`src/rtl/surfturf_fw_framer_pkg.sv`:
```
// rtl/surfturf_fw_framer_pkg.sv - shared frame layout, FSM states and frame builder for the firmware framer
// Contents: FRAME_W and frame bit positions, fw_state_e, build_frame().
// Optional feature macro: FWFRAMER_PARITY_EN (frame bit 11 = even parity over bits [10:0]).
package surfturf_fw_framer_pkg;

  localparam int FRAME_W       = 12;
  localparam int FRM_DATA_LSB  = 0;
  localparam int FRM_DATA_W    = 8;
  localparam int FRM_VALID_BIT = 8;
  localparam int FRM_MARK_LSB  = 9;
  localparam int FRM_MARK_W    = 2;
  localparam int FRM_PAR_BIT   = 11;

  typedef enum logic [1:0] {
    ST_RUN    = 2'd0,
    ST_DRAIN  = 2'd1,
    ST_MARKED = 2'd2
  } fw_state_e;

  function automatic logic [FRAME_W-1:0] build_frame(
    input logic                  valid,
    input logic [FRM_MARK_W-1:0] mark,
    input logic [FRM_DATA_W-1:0] data
  );
    logic [FRAME_W-1:0] f;
    f = '0;
    f[FRM_DATA_LSB +: FRM_DATA_W] = data;
    f[FRM_VALID_BIT]              = valid;
    f[FRM_MARK_LSB +: FRM_MARK_W] = mark;
`ifdef FWFRAMER_PARITY_EN
    f[FRM_PAR_BIT] = ^f[FRM_PAR_BIT-1:0];
`endif
    return f;
  endfunction

endpackage

```
`src/rtl/surfturf_fw_bytefifo.sv`:
```
// rtl/surfturf_fw_bytefifo.sv - DEPTH-entry byte FIFO with combinational head
// Ports: clk, rst_n (async active-low), push/push_data, pop, full, empty, head.
// A push while full is taken only when a pop happens on the same cycle,
// so occupancy stays unchanged in that case.
module surfturf_fw_bytefifo #(
  parameter     SYS_CLK_TYPE = "NONE",
  parameter int DEPTH        = 2
) (
  input  logic       clk,
  input  logic       rst_n,
  input  logic       push,
  input  logic [7:0] push_data,
  input  logic       pop,
  output logic       full,
  output logic       empty,
  output logic [7:0] head
);

  localparam int PTR_W = $clog2(DEPTH);
  localparam int CNT_W = $clog2(DEPTH + 1);

  logic [7:0]       mem [DEPTH];
  logic [PTR_W-1:0] wr_ptr;
  logic [PTR_W-1:0] rd_ptr;
  (* clock_domain = SYS_CLK_TYPE *) logic [CNT_W-1:0] count;

  logic do_push;
  logic do_pop;

  assign full    = (count == CNT_W'(DEPTH));
  assign empty   = (count == '0);
  assign head    = mem[rd_ptr];
  assign do_pop  = pop && !empty;
  assign do_push = push && (!full || do_pop);

  // DEPTH is a power of two, so the pointers wrap naturally.
  always_ff @(posedge clk or negedge rst_n) begin
    if (!rst_n) begin
      wr_ptr <= '0;
      rd_ptr <= '0;
      count  <= '0;
    end else begin
      if (do_push) wr_ptr <= wr_ptr + 1'b1;
      if (do_pop)  rd_ptr <= rd_ptr + 1'b1;
      case ({do_push, do_pop})
        2'b10:   count <= count + 1'b1;
        2'b01:   count <= count - 1'b1;
        default: count <= count;
      endcase
    end
  end

  // Storage needs no reset: an entry is only read after it has been written.
  always_ff @(posedge clk) begin
    if (do_push) mem[wr_ptr] <= push_data;
  end

endmodule

```
`src/rtl/surfturf_fw_framer.sv`:
```
// rtl/surfturf_fw_framer.sv - packs firmware-update bytes and mark requests into 12-bit command frames
// Ports: sysclk_i, sysrst_n_i (async active-low), fw_tdata/fw_tvalid/fw_tready byte stream,
//        fw_mark_i/fw_marked_o mark handshake, frame_stb_i strobe, frame_o payload, bytes_sent_o.
// Optional feature macro: FWFRAMER_PARITY_EN (frame_o[11] = even parity over frame_o[10:0]).
module surfturf_fw_framer
  import surfturf_fw_framer_pkg::*;
#(
  parameter     SYS_CLK_TYPE = "NONE",
  parameter int DEPTH        = 2
) (
  input  logic               sysclk_i,
  input  logic               sysrst_n_i,
  input  logic [7:0]         fw_tdata,
  input  logic               fw_tvalid,
  output logic               fw_tready,
  input  logic [1:0]         fw_mark_i,
  output logic               fw_marked_o,
  input  logic               frame_stb_i,
  output logic [FRAME_W-1:0] frame_o,
  output logic [15:0]        bytes_sent_o
);

  (* clock_domain = SYS_CLK_TYPE *) fw_state_e state;
  fw_state_e next_state;

  logic               ready_en;
  logic               fifo_full;
  logic               fifo_empty;
  logic [7:0]         fifo_head;
  logic               push;
  logic               pop;
  logic [FRAME_W-1:0] frame_d;
  logic               marked_d;
  logic               data_issue;
  logic               mark_issue;

  // ready_en keeps tready low for the first cycle after reset release.
  assign fw_tready = ready_en && !fifo_full && (state == ST_RUN);
  assign push      = fw_tvalid && fw_tready;

  surfturf_fw_bytefifo #(
    .SYS_CLK_TYPE (SYS_CLK_TYPE),
    .DEPTH        (DEPTH)
  ) u_fifo (
    .clk       (sysclk_i),
    .rst_n     (sysrst_n_i),
    .push      (push),
    .push_data (fw_tdata),
    .pop       (pop),
    .full      (fifo_full),
    .empty     (fifo_empty),
    .head      (fifo_head)
  );

  always_ff @(posedge sysclk_i or negedge sysrst_n_i) begin
    if (!sysrst_n_i) begin
      state        <= ST_RUN;
      ready_en     <= 1'b0;
      frame_o      <= '0;
      fw_marked_o  <= 1'b0;
      bytes_sent_o <= '0;
    end else begin
      state       <= next_state;
      ready_en    <= 1'b1;
      frame_o     <= frame_d;
      fw_marked_o <= marked_d;
      if (mark_issue) begin
        bytes_sent_o <= '0;
      end else if (data_issue) begin
        bytes_sent_o <= bytes_sent_o + 16'd1;
      end
    end
  end

  // The strobe sees the FIFO occupancy from before this cycle's push, so a
  // byte accepted on the strobe cycle waits for the next strobe.
  always_comb begin
    next_state = state;
    pop        = 1'b0;
    frame_d    = frame_o;
    marked_d   = 1'b0;
    data_issue = 1'b0;
    mark_issue = 1'b0;

    if (frame_stb_i) begin
      if (!fifo_empty) begin
        pop        = 1'b1;
        data_issue = 1'b1;
        frame_d    = build_frame(1'b1, 2'b00, fifo_head);
      end else if (state == ST_DRAIN) begin
        mark_issue = 1'b1;
        marked_d   = 1'b1;
        frame_d    = build_frame(1'b0, fw_mark_i, 8'h00);
      end else begin
        frame_d = '0;
      end
    end

    case (state)
      ST_RUN:    if (fw_mark_i != 2'b00) next_state = ST_DRAIN;
      ST_DRAIN:  if (mark_issue)         next_state = ST_MARKED;
      ST_MARKED: if (fw_mark_i == 2'b00) next_state = ST_RUN;
      default:   next_state = ST_RUN;
    endcase
  end

endmodule

```
`config.mk`:
```
export PLATFORM = sky130hd
export DESIGN_NAME = surfturf_fw_framer
export DESIGN_NICKNAME = d
export VERILOG_FILES = /design/src/rtl/surfturf_fw_framer_pkg.sv /design/src/rtl/surfturf_fw_bytefifo.sv /design/src/rtl/surfturf_fw_framer.sv
export SDC_FILE = /design/constraint.sdc
export NUM_CORES = 1
export LEC_CHECK = 0
export CORE_MARGIN = 4
export CORE_UTILIZATION = 45
export DETAILED_ROUTE_END_ITERATION = 10
export PLACE_DENSITY_LB_ADDON = 0.3
export SYNTH_ARGS = -nofsm -noshare
export SYNTH_HDL_FRONTEND = slang
export SYNTH_SLANG_ARGS = --single-unit
```
`constraint.sdc`:
```
create_clock -name sysclk_i -period 3.1 [get_ports sysclk_i]
set_input_delay 0.62 -clock sysclk_i [delete_from_list [all_inputs] [get_ports sysclk_i]]
set_output_delay 0.62 -clock sysclk_i [all_outputs]
set_load 0.05 [all_outputs]
```
==> reports/metrics.yaml <==
run_status: "finished clean"
finalMaxSlewViolations: 0
final_util_pct: 59.9
rows: 24
final_hold_viol_count: 0
fillers: 367
ys_seq_area_share_pct: 64.3
syn_area_um2: 2110
viasPerCell: 5.67
required_ps: 2480
cp.arrival_ps: 2100
synth_area_leader_cell: "dfrtp_1"
rsz0062_at_grt: "no"
tightestPinTransition_ps: 742
placedCellCount: 253
syn_to_final_growth_pct: 26.3
end_kind: "output port"
cts_setup_buffers: 0
skew_ps: 8.63
die_y_um: 76.5
fin_setup_tns_ps: 0
start_util_pct: 47.5
postLayoutCellArea_um2: 2660
layout_min_cycle_time_ps: 2720
final_cell_count_no_fill: 261
postSynthCellCount: 164
pin_count: 44
ys_types: 39
grt_pass1_vias: 1498
hold_path_class: "flip-flop to flip-flop"
finalPower_mw: 2.17
ys.flop_type: "dfrtp_1"
antenna_found_initial: 0
finalCritPeriodShare_pct: 87.6
firstDrtPassIters: 4
grt_pass1_wl_um: 7050
synth_area_leaders: "dfrtp_1 (42%), edfxtp_1 (23%), mux2i_1 (4.7%)"
drcViolationCount: 0
synthesis.nets: 180
placed_cell_area_um2: 2570
cts_buffers: 5
ys_ff_latch: 51
place_ws_ps: 603
start_kind: "flip-flop"
register_area_um2: 1360
grt_start_max_net_pins: 36
avgSynthCellArea_um2: 12.9
clk_path_buf_depth: 2
grt_overflow: 0
drv_cap: 0
ff2ff_setup_slack_ps: 950
reg2reg_depth: 6
synth_top_cell_area_share_pct: 41.5
clk_pin_slew_ps: 100
tritoncts: "yes"
ir_worst_vdd_mv: 0.533
clk_root_buffer_cell: "clkbuf_8"
setup_viol: 0
port_buffers: 42
crit_type: "flip-flop to output port"
place.gp.congestion: 0.792
hold_start: "bytes_sent_o[15]$_DFFE_PN0P_"
fp.coreArea_um2: 4440
track_usage_pct: 15.0
relSlewSlack_pct: 50.5
fmax_mhz: 368
drt-initial-drc-count: 125
vias: 1479
hold_path_end: "bytes_sent_o[15]$_DFFE_PN0P_"
diodes: 0
synth.most_common_cell: "dfrtp_1"
ant_nets: 0
hpwl_um: 2990
yosysWarnings: 0
die_x_um: 76.5
routed_wl_um: 4150
p_per_area_nw_per_um2: 815
nNetsFinal: 224
cts_hold_buf: 0
synth_edf_count: 16
post_route_cells_drive_above_1_share_pct: 7.66
async_flop_share_pct: 68.6
p_leak_nw: 1.06
wl_per_cell_um: 15.9
holdWs_ps: 492
layout_setup_ws_ps: 383
timing.rr.start: "u_fifo.count[0]$_DFFE_PN0P_"
rr_endpoint: "u_fifo.count[1]$_DFFE_PN0P_"
htreeDepth: 2
holdPathStages: 1
dieArea_um2: 5850
multi_input_area_um2: 703
cts.sinks: 51
worstSkewPairLatency_ps: 300
cts_resized: 0
worst-path-max-fanout: 5
yosys-top-cells-count: "dfrtp_1 (35), edfxtp_1 (16), nand2_1 (14)"
[power breakdown]
group	switching, mW	leakage, nW	internal [mW]	total, mW
Clock	0.227	0.0408	0.162	0.388
Sequential	0.148	0.600	0.826	0.975
Combinational	0.512	0.416	0.296	0.808
[layer usage]
metal	vias up	global-route usage (%)	routed length, um
met3	4	5.20	243
met1	730	17.2	1710
li1	701	-	-
met2	44	26.4	2150
met4	0	4.53	44
met5	-	0	0
[layout by cell type, fill, tap and decap left out, types with 2 or more instances in the layout]
master / n
xnor2_1: 4
nor2_1: 6
o41ai_1: 2
o2bb2ai_1: 8
nand2_1: 14
clkdlybuf4s50_1: 42
nand3_1: 8
nand4_1: 5
dfrtp_1: 35
clkbuf_8: 5
o31ai_1: 4
nor2b_1: 2
nor3_1: 3
edfxtp_1: 16
o21ai_0: 9
ha_1: 2
inv_1: 4
conb_1: 2
clkinvlp_4: 2
a22o_1: 3
o211ai_1: 4
mux2i_1: 10
[worst max-delay path, stage by stage, from the launching register on]
cell	delay (ps)
dfrtp_1	450
nor2b_1	170
nor4b_2	310
clkdlybuf4s50_1	870
[state kept, by name (all words and copies together), names as in the netlist]
| name | flops |
|---|---|
| frame_o | 11 |
| ready_en | 1 |
| u_fifo.count | 2 |
| u_fifo.rd_ptr | 1 |
| u_fifo.wr_ptr | 1 |
| state | 2 |
| u_fifo.mem | 16 |
| fw_marked_o | 1 |
| bytes_sent_o | 16 |
[kinds of logic after synthesis]
kind of cell / after synthesis / synth area share (%)
multiplexers: 10 / 4.75
XOR/XNOR: 5 / 2.08
AND/OR/NAND/NOR: 46 / 11.6
other: 2 / 0.356
buffers and inverters: 11 / 2.37
flip-flops: 51 / 64.3
adder cells (fa/ha/maj): 2 / 1.19
AO/OA/AOI/OAI: 37 / 13.4
[area by class of cell]
type / count / share of cell area [%]
Clock inverter: 3 / 0.892
Multi-Input combinational cell: 102 / 26.4
Clock buffer: 5 / 2.58
Inverter: 5 / 0.705
Timing Repair Buffer: 43 / 16.1
Sequential cell: 51 / 50.9
Tap cell: 52 / 2.44
[worst max-delay path by stage]
stage                                     start                      endpoint  slack (ps)  cells past startpoint
floorplan           u_fifo.count[1]$_DFFE_PN0P_    u_fifo.mem[0][0]$_DFFE_PP_         500                      4
global placement                    frame_stb_i  bytes_sent_o[12]$_DFFE_PN0P_         690                      6
detailed placement                  frame_stb_i   u_fifo.count[1]$_DFFE_PN0P_         600                      7
CTS                 u_fifo.count[1]$_DFFE_PN0P_                     fw_tready         360                      3
global route        u_fifo.count[1]$_DFFE_PN0P_                     fw_tready         240                      3
finish              u_fifo.count[1]$_DFFE_PN0P_                     fw_tready         380                      3
(Power assumes the default switching activity.)
